## config.mk

```make
export PLATFORM = sky130hd
export DESIGN_NAME = clock_divider_prog_flat
export DESIGN_NICKNAME = d
export VERILOG_FILES = /design/src/rtl/clock_divider_prog_if.sv /design/src/rtl/clock_divider_prog.sv /design/src/flat_wrapper.sv
export SDC_FILE = /design/constraint.sdc
export NUM_CORES = 1
export LEC_CHECK = 0
export BUFFER_PORTS_ARGS = -buffer_cell sky130_fd_sc_hd__buf_2
export CORE_MARGIN = 2
export CORE_UTILIZATION = 66
export DETAILED_ROUTE_END_ITERATION = 6
export HOLD_SLACK_MARGIN = 0.03
export PLACE_DENSITY = 0.88
export SLEW_MARGIN = 20
export SYNTH_ARGS = -nofsm -noshare
export SYNTH_HDL_FRONTEND = slang
export SYNTH_SLANG_ARGS = --single-unit
```

## constraint.sdc

```tcl
create_clock -name clk -period 14.1 [get_ports clk]
set_input_delay 1.41 -clock clk [delete_from_list [all_inputs] [get_ports clk]]
set_output_delay 1.41 -clock clk [all_outputs]
set_load 0.005 [all_outputs]
```

## src/rtl/clock_divider_prog_if.sv

```systemverilog
// ============================================================================
// clock_divider_prog_if : control/status bundle for the programmable divider
// Revision: 1.0
// ============================================================================
`default_nettype none

interface clock_divider_prog_if #(
  parameter int WIDTH = 32
);
  logic             enable;
  logic             load;
  logic [WIDTH-1:0] div_in;
  logic [WIDTH-1:0] high_in;
  logic             mode_in;
  logic             clk_out;
  logic             tick;
  logic             pending;

  modport master (
    output enable, load, div_in, high_in, mode_in,
    input  clk_out, tick, pending
  );

  modport slave (
    input  enable, load, div_in, high_in, mode_in,
    output clk_out, tick, pending
  );
endinterface

`default_nettype wire

```

## src/rtl/clock_divider_prog.sv

```systemverilog
// ============================================================================
// clock_divider_prog : runtime-programmable clock / tick divider with shadow
//                      reprogramming at period boundaries.
// Optional: CLKDIV_CNT_OUT_EN adds the cnt_out port.
// Revision: 1.0
// ============================================================================
`default_nettype none

module clock_divider_prog #(
  parameter int          WIDTH        = 32,
  parameter int unsigned DIV_DEFAULT  = 25000000,
  parameter int unsigned HIGH_DEFAULT = 12500000
) (
  input  wire logic         clk,
  input  wire logic         rst,
`ifdef CLKDIV_CNT_OUT_EN
  output logic [WIDTH-1:0]  cnt_out,
`endif
  clock_divider_prog_if.slave bus
);

  typedef enum logic [0:0] {
    IDLE = 1'b0,
    RUN  = 1'b1
  } state_t;

  state_t           state;
  logic [WIDTH-1:0] cnt;
  logic [WIDTH-1:0] div_r, high_r, div_sh, high_sh;
  logic             mode_r, mode_sh;
  logic             pending_r, clk_out_r, tick_r;

  logic [WIDTH-1:0] period, cnt_nxt, div_nxt, high_nxt;
  logic             mode_nxt, pending_nxt, run_nxt, last;

  always_comb begin
    if (mode_r)
      period = (div_r == '0) ? WIDTH'(1) : div_r;
    else
      period = (div_r < WIDTH'(2)) ? WIDTH'(2) : div_r;
    last        = (cnt == period - WIDTH'(1));
    div_nxt     = div_r;
    high_nxt    = high_r;
    mode_nxt    = mode_r;
    pending_nxt = pending_r;
    run_nxt     = bus.enable;
    cnt_nxt     = '0;
    if (state == IDLE) begin
      if (bus.load) begin
        div_nxt     = bus.div_in;
        high_nxt    = bus.high_in;
        mode_nxt    = bus.mode_in;
        pending_nxt = 1'b0;
      end else if (bus.enable && pending_r) begin
        div_nxt     = div_sh;
        high_nxt    = high_sh;
        mode_nxt    = mode_sh;
        pending_nxt = 1'b0;
      end
    end else if (bus.enable && last) begin
      // Period boundary: a load arriving right now beats the older shadow.
      if (bus.load) begin
        div_nxt     = bus.div_in;
        high_nxt    = bus.high_in;
        mode_nxt    = bus.mode_in;
        pending_nxt = 1'b0;
      end else if (pending_r) begin
        div_nxt     = div_sh;
        high_nxt    = high_sh;
        mode_nxt    = mode_sh;
        pending_nxt = 1'b0;
      end
    end else begin
      if (bus.enable)
        cnt_nxt = cnt + WIDTH'(1);
      if (bus.load)
        pending_nxt = 1'b1;
    end
  end

  always_ff @(posedge clk) begin
    if (rst) begin
      state     <= IDLE;
      cnt       <= '0;
      div_r     <= WIDTH'(DIV_DEFAULT);
      high_r    <= WIDTH'(HIGH_DEFAULT);
      mode_r    <= 1'b0;
      div_sh    <= '0;
      high_sh   <= '0;
      mode_sh   <= 1'b0;
      pending_r <= 1'b0;
      clk_out_r <= 1'b0;
      tick_r    <= 1'b0;
    end else begin
      state     <= run_nxt ? RUN : IDLE;
      cnt       <= cnt_nxt;
      div_r     <= div_nxt;
      high_r    <= high_nxt;
      mode_r    <= mode_nxt;
      pending_r <= pending_nxt;
      if (bus.load) begin
        div_sh  <= bus.div_in;
        high_sh <= bus.high_in;
        mode_sh <= bus.mode_in;
      end
      // Outputs are registered from next-cycle values so they align with cnt.
      tick_r    <= run_nxt && (cnt_nxt == '0);
      clk_out_r <= run_nxt && (mode_nxt ? (cnt_nxt == '0) : (cnt_nxt < high_nxt));
    end
  end

  assign bus.clk_out = clk_out_r;
  assign bus.tick    = tick_r;
  assign bus.pending = pending_r;

`ifdef CLKDIV_CNT_OUT_EN
  assign cnt_out = cnt;
`endif

endmodule

`default_nettype wire

```

## src/flat_wrapper.sv

```systemverilog
// flat-port wrapper written by rule: the top's interface ports become plain ports
module clock_divider_prog_flat 
#(
  parameter int          WIDTH        = 32,
  parameter int unsigned DIV_DEFAULT  = 25000000,
  parameter int unsigned HIGH_DEFAULT = 12500000
)
  (clk, rst, bus_enable, bus_load, bus_div_in, bus_high_in, bus_mode_in, bus_clk_out, bus_tick, bus_pending);
  clock_divider_prog_if #(.WIDTH(WIDTH)) bus_i ();
  input  wire logic clk;
  input  wire logic rst;
  input wire logic [$bits(bus_i.enable)-1:0] bus_enable;
  input wire logic [$bits(bus_i.load)-1:0] bus_load;
  input wire logic [$bits(bus_i.div_in)-1:0] bus_div_in;
  input wire logic [$bits(bus_i.high_in)-1:0] bus_high_in;
  input wire logic [$bits(bus_i.mode_in)-1:0] bus_mode_in;
  output wire logic [$bits(bus_i.clk_out)-1:0] bus_clk_out;
  output wire logic [$bits(bus_i.tick)-1:0] bus_tick;
  output wire logic [$bits(bus_i.pending)-1:0] bus_pending;
  assign bus_i.enable = bus_enable;
  assign bus_i.load = bus_load;
  assign bus_i.div_in = bus_div_in;
  assign bus_i.high_in = bus_high_in;
  assign bus_i.mode_in = bus_mode_in;
  assign bus_clk_out = bus_i.clk_out;
  assign bus_tick = bus_i.tick;
  assign bus_pending = bus_i.pending;
  clock_divider_prog #(.WIDTH(WIDTH), .DIV_DEFAULT(DIV_DEFAULT), .HIGH_DEFAULT(HIGH_DEFAULT)) u_core (.clk(clk), .rst(rst), .bus(bus_i));
endmodule
```

==> impl_metrics.py, run 1 <==
metrics = {
    "pwr": {
        "leakage_nw": 4.41,
        "power_switching_share": 0.307,
        "netSwitchingPower_mw": 0.358,
        "p_per_area_nw_per_um2": 107,
        "ir_worst_vdd_uv": 98.5,
        "seqPwrFrac": 0.447,
        "pwr-share-clk": 0.408,
        "p_int_mw": 0.807,
        "power.combinational.fraction": 0.145,
    },
    "route": {
        "wirelength_um": 27100,
        "final_antenna_net_count": 0,
        "routed-via-count": 9496,
        "drc": 0,
        "avgRoutedWirePerCell_um": 18.7,
        "viasPerCell": 6.56,
        "drt-initial-drc-count": 1069,
        "drtPass1Iterations": 5,
    },
    "critical_path": {
        "worst_setup_path_start_kind": "register",
        "cp_data_required_time_ns": 14.47,
        "critPathMaxFanout": 72,
        "crit_slowest_cell": "or4b_1",
        "worst_ep_arrival_time_ns": 8.19,
        "crit_path_max_incr_delay_ns": 0.73,
        "crit_path_cell_trace": "nor3_1, and4_1, nand4_2, mux2i_1, ha_1, inv_1, nor2_2, nand4_1, a2111oi_0, o22ai_1, nor4_4, nand3_4, or4b_1, a31oi_1, ha_1, and3_1, a221o_1, a221oi_1, o221ai_1, or3_1, a311o_1, a31oi_1",
        "critPathCaptureType": "register",
        "critical_path_class": "reg -> reg",
    },
    "status": {
        "outcome": "completed",
    },
    "cts": {
        "clock_sink_count": 166,
        "h-tree-depth": 4,
        "postcts_setup_bufs": 0,
        "clock_latency_ns": 0.45,
        "cts.path.max_buffers": 2,
        "number_of_gates_given_a_new_drive_strength_after_cts": 0,
        "cts-hold-fix-buffers": 0,
        "clock_input_transition_at_the_sequential_cells_of_the_worst_setup_and_hold_paths_ns": 0.07,
        "cts_tree": "built",
        "tritoncts.num_buffers": 17,
        "cts-root-buf": "clkbuf_16",
    },
    "floorplan": {
        "top_level_ports": 72,
        "dieHeight_um": 127,
        "die-area_um2": 16000,
        "die_w_um": 127,
        "coreArea_um2": 14600,
        "placementRows": 44,
        "initial_core_util": 0.680,
    },
    "finish": {
        "antenna_cells": 0,
        "design.final.nets": 1352,
        "area.growth.synth_to_final_pct": 9.38,
        "fillers": 1098,
        "final_cells": 1447,
        "drive_above_1_share": 0.103,
        "final_cell_mix": "nor2_1, dfxtp_1, nand2_1",
        "mostFrequentLayoutCell": "nor2_1",
    },
    "global_route": {
        "overflow": 0,
        "gr-usage-all-layers": 0.339,
        "number_of_global_route_vias_before_repair": 8752,
        "number_of_antenna_violations_at_the_first_check_in_global_routing": 0,
        "grt_max_degree": 78,
        "grt_first_pass_wirelength_um": 44100,
    },
    "placement": {
        "dp_hpwl_um": 18400,
        "gpl.final_weighted_congestion": 0.971,
        "dp_cells": 1415,
        "io_buffer_count": 71,
    },
    "synth": {
        "syn_area_um2": 9910,
        "synth.avg_cell_area_um2": 7.98,
        "synth-edff-count": 0,
        "synth_nets": 1344,
        "unique_cell_type_count_in_the_yosys_netlist": 65,
        "synth.ff_latch_count": 166,
        "synthesis.instances": 1242,
        "ys_async_sr_fraction": 0,
        "synth-warning-count": 0,
        "synth_top_flop_cell": "dfxtp_1",
        "part_of_the_yosys_area_used_for_sequential_elements": 0.335,
    },
    "timing": {
        "worstMarginPinSlew_ns": 1.12,
        "min_period_ns": 7.82,
        "setup_violations": 0,
        "remaining_max_slew_budget_at_the_tightest_pin": 0.250,
        "timing_hold_violations_final": 0,
        "setup-tns-final_ns": 0,
        "rsz0062_at_grt": "no",
        "upper_clock_frequency_limit_mhz": 128,
        "final.setup_skew_ns": 0.0142,
        "slew_violations": 0,
        "min_period_over_period": 0.554,
    },
    "flow_run": {
        "max_cap_violations": 0,
    },
    "min_path": {
        "hold_class": "reg -> reg",
    },
}
[synth_stat cells, types with 3 or more instances]
library cell / n / share of area
dfxtp_1: 166 / 0.34
buf_2: 4 / 0.0020
a21o_1: 15 / 0.011
and3_1: 17 / 0.011
nor2_1: 236 / 0.089
a21oi_1: 53 / 0.027
xor2_1: 26 / 0.023
nand4_1: 23 / 0.015
nand2b_1: 21 / 0.013
or3_1: 7 / 0.0044
nand3_1: 24 / 0.012
a311oi_1: 11 / 0.0097
and4_1: 8 / 0.0071
a211oi_1: 25 / 0.019
nor3_1: 18 / 0.0091
o21ai_0: 31 / 0.016
inv_1: 9 / 0.0034
a31oi_1: 37 / 0.023
ha_1: 33 / 0.042
xnor2_1: 47 / 0.042
or4b_1: 19 / 0.019
o211ai_1: 17 / 0.013
nor4_1: 19 / 0.012
nor4_4: 3 / 0.0064
a311o_1: 12 / 0.012
nor3b_1: 12 / 0.0091
and2_1: 6 / 0.0038
nand2_1: 117 / 0.044
mux2i_1: 69 / 0.070
a41oi_1: 4 / 0.0035
o22ai_1: 3 / 0.0019
o31a_1: 22 / 0.019
clkbuf_1: 83 / 0.031
buf_1: 3 / 0.0011
[state kept, by name, summed over array words and instances (netlist names)]
signal / flops
u_core.bus.clk_out: 1
u_core.div_r: 32
u_core.cnt: 32
u_core.high_r: 32
u_core.bus.tick: 1
u_core.div_sh: 32
u_core.mode_r: 1
u_core.high_sh: 32
u_core.bus.pending: 1
u_core.mode_sh: 1
u_core.state: 1
[stage by stage]
step	instance area, µm²	setup slack, ns	hold WS [ns]	utilization	power (mW)
floorplan	9910	7.79	0.445	-	0.644
global placement	10200	6.81	0.457	0.701	0.687
detailed placement	10200	6.52	0.466	0.701	0.692
CTS	10800	6.36	0.481	0.743	1.16
global route	10800	5.64	0.513	0.743	1.20
finish	10800	6.28	0.489	0.743	1.16
[cell families after synthesis]
family,synth area share
mux,0.0697
fa+ha+maj,0.0416
xor+xnor,0.0645
compound gates,0.175
simple gates,0.275
buf+inv,0.0391
flops,0.335
[power groups by stage]
stage / registers [mW] / clock network [mW] / logic, mW
after floorplan: 0.521 / 0 / 0.123
after global placement: 0.528 / 0 / 0.159
after detailed placement: 0.530 / 0 / 0.162
after CTS: 0.519 / 0.475 / 0.165
after global routing: 0.523 / 0.492 / 0.186
final: 0.521 / 0.475 / 0.169
[final timing paths]
| check | startpoint | to | slack (ns) | cells past startpoint |
|---|---|---|---|---|
| max | u_core.div_r[16] | u_core.bus.clk_out | 6.28 | 22 |
| min | u_core.high_sh[13] | u_core.high_sh[13] | 0.49 | 2 |
| max reg2reg | u_core.div_r[16] | u_core.bus.clk_out | 6.28 | 22 |
| min reg2reg | u_core.high_sh[13] | u_core.high_sh[13] | 0.49 | 2 |
[per-layer routing]
metal,wire (µm),GRT usage
met1,11900,0.469
met2,12400,0.532
met3,1940,0.0548
met4,843,0.137
met5,0,0
[critical path: cells and delay by family, from the launching register on]
kind            cells  cell delay [ns]
flops               1             0.38
compound gates      8             2.24
simple gates       10             4.14
mux                 1             0.23
buf+inv             1             0.10
fa+ha+maj           2             0.60
[layout make-up]
type	instances	area (µm²)	area share
tap	184	230	0.0212
inverter	10	37.5	0.00346
sequential	166	3320	0.307
clock inverter	14	178	0.0164
multi-input combinational	975	6210	0.572
clock buffer	18	439	0.0405
timing repair buffer	80	428	0.0395
(Power assumes the default switching activity.)
==> run 2: changes to the inputs <==
Settings changed: CORE_UTILIZATION 66 to 55, PLACE_DENSITY 0.88 to 0.79.
Clock period 14.1 ns to 6.6 ns, I/O delays scaled along.
==> run 2 against run 1 <==
Against the previous run:
- global-route usage down 6.6 points
- combinational power grew 120%
- worst setup slack worse by 6.0 ns
- power up 110%
- sequential share of layout area down 0.75 points
- critical path type unchanged
- critical endpoint unchanged
- highest routed layer unchanged
==> impl_metrics.py, run 2 (synthesis results as in run 1) <==
metrics = {
    "finish": {
        "antenna_cells": 0,
        "drive_above_1_share": 0.126,
        "final_cells": 1519,
        "final_cell_mix": "nor2_1, dfxtp_1, nand2_1",
        "share_of_the_core_filled_with_cells_in_the_final_layout": 0.623,
        "design.final.nets": 1379,
        "area.growth.synth_to_final_pct": 12.1,
        "final_cell_area_um2": 11100,
        "mostFrequentLayoutCell": "nor2_1",
    },
    "timing": {
        "upper_clock_frequency_limit_mhz": 158,
        "worstMarginPinSlew_ns": 0.927,
        "remaining_max_slew_budget_at_the_tightest_pin": 0.377,
        "slew_violations": 0,
        "setup_violations": 0,
        "setup_ws_ns": 0.289,
        "min_period_over_period": 0.956,
        "setup-tns-final_ns": 0,
        "final.setup_skew_ns": 0.00933,
        "min_period_ns": 6.31,
        "timing_hold_violations_final": 0,
    },
    "route": {
        "viasPerCell": 6.23,
        "drtPass1Iterations": 7,
        "drc": 0,
        "final_antenna_net_count": 0,
        "drt-initial-drc-count": 887,
        "routed-via-count": 9464,
        "wirelength_um": 26800,
        "avgRoutedWirePerCell_um": 17.6,
    },
    "min_path": {
        "hold_class": "reg -> reg",
        "worstHoldStart": "u_core.high_sh[13]",
        "min_delay_worst_endpoint": "u_core.high_sh[13]",
        "hold_depth": 2,
    },
    "floorplan": {
        "coreArea_um2": 17800,
        "dieHeight_um": 138,
        "placementRows": 49,
        "top_level_ports": 72,
        "initial_core_util": 0.556,
        "die_w_um": 138,
        "die-area_um2": 19100,
    },
    "cts": {
        "cts_tree": "built",
        "tritoncts.num_buffers": 17,
        "clock_sink_count": 166,
        "cts-root-buf": "clkbuf_16",
        "h-tree-depth": 4,
        "cts.path.max_buffers": 2,
        "cts-hold-fix-buffers": 0,
        "clock_latency_ns": 0.43,
        "clock_input_transition_at_the_sequential_cells_of_the_worst_setup_and_hold_paths_ns": 0.07,
    },
    "global_route": {
        "gr-usage-all-layers": 0.273,
        "number_of_global_route_vias_before_repair": 8813,
        "grt_first_pass_wirelength_um": 43000,
        "overflow": 0,
        "grt_max_degree": 86,
        "number_of_antenna_violations_at_the_first_check_in_global_routing": 0,
    },
    "critical_path": {
        "critPathCaptureType": "register",
        "reg_to_reg_slack_setup_ns": 0.29,
        "cp_data_required_time_ns": 6.96,
        "worst_ep_arrival_time_ns": 6.67,
        "r2r_start": "u_core.div_r[27]",
        "critical_path_class": "reg -> reg",
        "worst_setup_path_start_kind": "register",
        "critPathMaxFanout": 50,
        "worst-r2r-cell-count": 26,
        "worstReg2RegEnd": "u_core.bus.clk_out",
        "critPathLaunch": "u_core.div_r[27]",
    },
    "pwr": {
        "netSwitchingPower_mw": 0.714,
        "pwr-share-clk": 0.404,
        "leakage_nw": 4.54,
        "seqPwrFrac": 0.447,
        "p_int_mw": 1.77,
        "power_switching_share": 0.287,
        "ir_worst_vdd_uv": 192,
        "p_per_area_nw_per_um2": 224,
        "power.combinational.fraction": 0.149,
    },
    "flow_run": {
        "max_cap_violations": 0,
    },
    "placement": {
        "dp_hpwl_um": 19100,
        "io_buffer_count": 71,
        "gpl.final_weighted_congestion": 1.02,
        "placedInstanceArea_um2": 10500,
        "dp_cells": 1485,
        "place_ws_ns": 0.105,
    },
    "status": {
        "outcome": "completed",
    },
}
run 2: cell count changes in the layout (fill, tap and decap cells not counted), sizes merged:
cell / previous run / this run
bufinv: 0 / 1
clkinv: 7 / 2
clkinvlp: 0 / 2
clkbuf: 18 / 20
buf: 80 / 107
run 2: what timing repair did:
action / 4_1_cts / 5_1_grt
hold endpoints to repair: 0 / 0
gates resized for setup: 0 / 8
buffers inserted: 0 / 2
endpoints found under the setup margin: 0 / 1
run 2: worst max path at each step:
stage          cells past startpoint                  to
2_1_floorplan                     23  u_core.bus.clk_out
3_3_place_gp                      24  u_core.bus.clk_out
3_5_place_dp                      24  u_core.bus.clk_out
4_1_cts                           24  u_core.bus.clk_out
5_1_grt                           24  u_core.bus.clk_out
6_report                          26  u_core.bus.clk_out
run 2: metal layers:
layer | up-vias | track usage | wire (µm)
met3 | 66 | 0.0630 | 2130
met4 | 0 | 0.102 | 763
met2 | 401 | 0.429 | 12100
met1 | 4450 | 0.370 | 11800
li1 | 4547 | - | -
met5 | - | 0 | 0
run 2: layout make-up:
type | instances | area, µm²
Inverter | 10 | 37.5
Clock inverter | 12 | 129
Fill cell | 1494 | 6720
Sequential cell | 166 | 3320
Clock buffer | 20 | 467
Timing Repair Buffer | 107 | 634
Multi-Input combinational cell | 975 | 6240
Tap cell | 229 | 287
run 2: power groups by stage:
stage / clock, mW / sequential (mW) / combinational, mW
2_1_floorplan: 0 / 1.11 / 0.263
3_3_place_gp: 0 / 1.13 / 0.355
3_5_place_dp: 0 / 1.13 / 0.362
4_1_cts: 1.01 / 1.11 / 0.365
5_1_grt: 1.05 / 1.12 / 0.411
6_report: 1.00 / 1.11 / 0.371
run 2: critical path, cell delays in order (launching register included):
cell      delay, ns
dfxtp_1        0.31
or4_4          0.56
nor4b_4        0.26
nand4_2        0.18
buf_4          0.19
nor2_1         0.14
nor2_1         0.07
ha_2           0.23
and2_1         0.15
o21ai_0        0.15
o311a_1        0.18
o22ai_1        0.08
a2111o_1       0.44
nor4_4         0.23
nand3_4        0.12
buf_6          0.22
nor3b_1        0.23
o21ai_0        0.13
a31oi_1        0.21
ha_1           0.26
and3_1         0.21
a221o_1        0.37
a221oi_2       0.31
o221ai_2       0.16
or3_1          0.41
a311o_1        0.28
a31oi_1        0.15
run 2: metrics by stage:
| step | power, mW | hold slack (ns) |
|---|---|---|
| 2_1_floorplan | 1.38 | 0.445 |
| 3_3_place_gp | 1.48 | 0.455 |
| 3_5_place_dp | 1.49 | 0.466 |
| 4_1_cts | 2.49 | 0.472 |
| 5_1_grt | 2.58 | 0.495 |
| 6_report | 2.49 | 0.478 |
==> run 3: changes to the inputs <==
Settings changed: CORE_UTILIZATION 55 to 61, CTS_CLUSTER_SIZE set to 8, PLACE_DENSITY 0.79 to 0.83.
Clock period 6.6 ns to 7.14 ns, I/O delays scaled along.
==> run 3 against run 2 <==
Against the previous run:
- critical path depth decreased by 3
- hold slack worse by 0.0015 ns
- count of clock-buffer cells in the layout decreased by 1
- critical path type unchanged
- largest cell class unchanged
- largest power group unchanged
==> impl_metrics.py, run 3 (synthesis results as in run 1) <==
metrics = {
    "status": {
        "outcome": "completed",
    },
    "timing": {
        "min_period_ns": 6.86,
        "min_period_over_period": 0.961,
        "timing_hold_violations_final": 0,
        "setup_ws_ns": 0.280,
        "worstMarginPinSlew_ns": 0.959,
        "upper_clock_frequency_limit_mhz": 146,
        "setup-tns-final_ns": 0,
        "remaining_max_slew_budget_at_the_tightest_pin": 0.361,
        "final.setup_skew_ns": 0.0124,
        "slew_violations": 0,
        "finalHoldWorstSlack_ns": 0.476,
        "rsz0062_at_grt": "no",
        "setup_violations": 0,
    },
    "pwr": {
        "leakage_nw": 4.53,
        "seqPwrFrac": 0.452,
        "pwr-share-clk": 0.401,
        "design_power_total_mw": 2.28,
        "power_switching_share": 0.300,
        "netSwitchingPower_mw": 0.683,
        "p_per_area_nw_per_um2": 205,
        "ir_worst_vdd_uv": 166,
        "p_int_mw": 1.59,
        "power.combinational.fraction": 0.147,
    },
    "route": {
        "drt-initial-drc-count": 1010,
        "maxUsedRoutingLayer": "met5",
        "avgRoutedWirePerCell_um": 17.9,
        "routed-via-count": 9422,
        "met1Wirelength_um": 12100,
        "drtPass1Iterations": 6,
        "met2_length_um": 12100,
        "final_antenna_net_count": 0,
        "viasPerCell": 6.27,
        "met3WireLength_um": 2020,
        "wirelength_um": 26800,
        "drc": 0,
    },
    "finish": {
        "final_cell_area_um2": 11100,
        "design.final.nets": 1375,
        "antenna_cells": 0,
        "mostFrequentLayoutCell": "nor2_1",
        "drive_above_1_share": 0.123,
        "final_cell_mix": "nor2_1, dfxtp_1, nand2_1",
        "area.growth.synth_to_final_pct": 11.8,
    },
    "min_path": {
        "worstHoldStart": "u_core.high_sh[13]",
        "hold_class": "reg -> reg",
    },
    "critical_path": {
        "critPathLaunch": "u_core.div_r[27]",
        "worstReg2RegEnd": "u_core.bus.clk_out",
        "crit_path_max_incr_delay_ns": 0.58,
        "critical_path.endpoint": "u_core.bus.clk_out",
        "critical_path_class": "reg -> reg",
        "critPathTopFamily": "simple AND/OR/NAND/NOR gates",
        "critPathMaxFanout": 28,
        "reg_to_reg_slack_setup_ns": 0.28,
        "critical_path.most_common_cell": "a21o_1",
        "crit_path_cell_trace": "or4_4, nor4b_4, nand4_4, mux2i_1, ha_2, inv_1, o21ai_0, nand2_1, a221o_1, a2111o_1, nor4_4, nand3_4, buf_12, or4b_1, a31oi_2, ha_1, a21o_1, a21o_1, a221oi_1, o221ai_2, or3_4, a311o_1, a31oi_1",
        "worst-r2r-cell-count": 23,
        "worst_ep_arrival_time_ns": 7.21,
        "critical_path_cell_count": 23,
        "crit_slowest_cell": "or4_4",
        "cp_data_required_time_ns": 7.49,
        "path_buf_inv": 2,
        "r2r_start": "u_core.div_r[27]",
        "critPathCaptureType": "register",
        "worst_setup_path_start_kind": "register",
    },
    "floorplan": {
        "coreArea_um2": 15900,
        "dieHeight_um": 131,
        "die-area_um2": 17300,
        "top_level_ports": 72,
        "initial_core_util": 0.624,
        "die_w_um": 131,
        "placementRows": 46,
    },
    "placement": {
        "gpl.final_weighted_congestion": 0.974,
        "place_ws_ns": 0.0913,
        "placedInstanceArea_um2": 10300,
        "io_buffer_count": 71,
        "dp_hpwl_um": 18500,
    },
    "cts": {
        "cts-root-buf": "clkbuf_16",
        "clock_sink_count": 166,
        "h-tree-depth": 4,
        "tritoncts.num_buffers": 17,
        "cts_tree": "built",
        "clock_input_transition_at_the_sequential_cells_of_the_worst_setup_and_hold_paths_ns": 0.07,
        "clock_latency_ns": 0.44,
        "cts.path.max_buffers": 2,
    },
    "flow_run": {
        "max_cap_violations": 0,
    },
    "global_route": {
        "grt_max_degree": 93,
        "gr-usage-all-layers": 0.307,
        "grt_first_pass_wirelength_um": 43700,
        "overflow": 0,
        "number_of_antenna_violations_at_the_first_check_in_global_routing": 1,
        "number_of_global_route_vias_before_repair": 8573,
    },
}
## run 3: routing by layer
metal | vias to the layer above | global-route usage
li1 | 4543 | -
met1 | 4447 | 0.431
met2 | 385 | 0.476
met3 | 45 | 0.0544
met4 | 2 | 0.102
met5 | - | 0
## run 3: power by group through the flow
| stage | sequential (mW) | combinational (mW) | clock, mW |
|---|---|---|---|
| final | 1.03 | 0.334 | 0.913 |
| after global routing | 1.03 | 0.371 | 0.952 |
| after CTS | 1.03 | 0.325 | 0.917 |
| after detailed placement | 1.05 | 0.320 | 0 |
| after global placement | 1.05 | 0.314 | 0 |
| after floorplan | 1.03 | 0.243 | 0 |
## run 3: how the worst min path moves through the flow
stage / end / slack, ns / depth (start not counted)
detailed placement: u_core.high_sh[13] / 0.46 / 2
CTS: u_core.high_sh[13] / 0.47 / 2
global route: u_core.high_sh[13] / 0.49 / 2
floorplan: u_core.high_sh[13] / 0.45 / 2
finish: u_core.high_sh[13] / 0.48 / 2
global placement: u_core.high_sh[13] / 0.45 / 2
## run 3: tightest hold or removal path, cell delays in order (launching register included)
cell     delay [ns]
dfxtp_1        0.32
nand2_1        0.06
a21oi_1        0.05
## run 3: repair_timing
action | CTS | global route
hold endpoints to repair | 0 | 0
hold buffers | 0 | 0
endpoints found under the setup margin | 0 | 1
setup buffers | 0 | 12
resized for setup | 0 | 14
## run 3: per-stage QoR
step / utilization / std cells
global placement: 0.652 / 1458
finish: 0.698 / 1502
floorplan: - / 1242
CTS: 0.688 / 1490
detailed placement: 0.652 / 1458
global route: 0.698 / 1502
## run 3: cell type report
cell class	count	area, µm²
Clock inverter	13	128
Multi-Input combinational cell	975	6250
Sequential cell	166	3320
Tap cell	216	270
Fill cell	1294	4800
Clock buffer	19	453
Inverter	10	37.5
Timing Repair Buffer	103	626
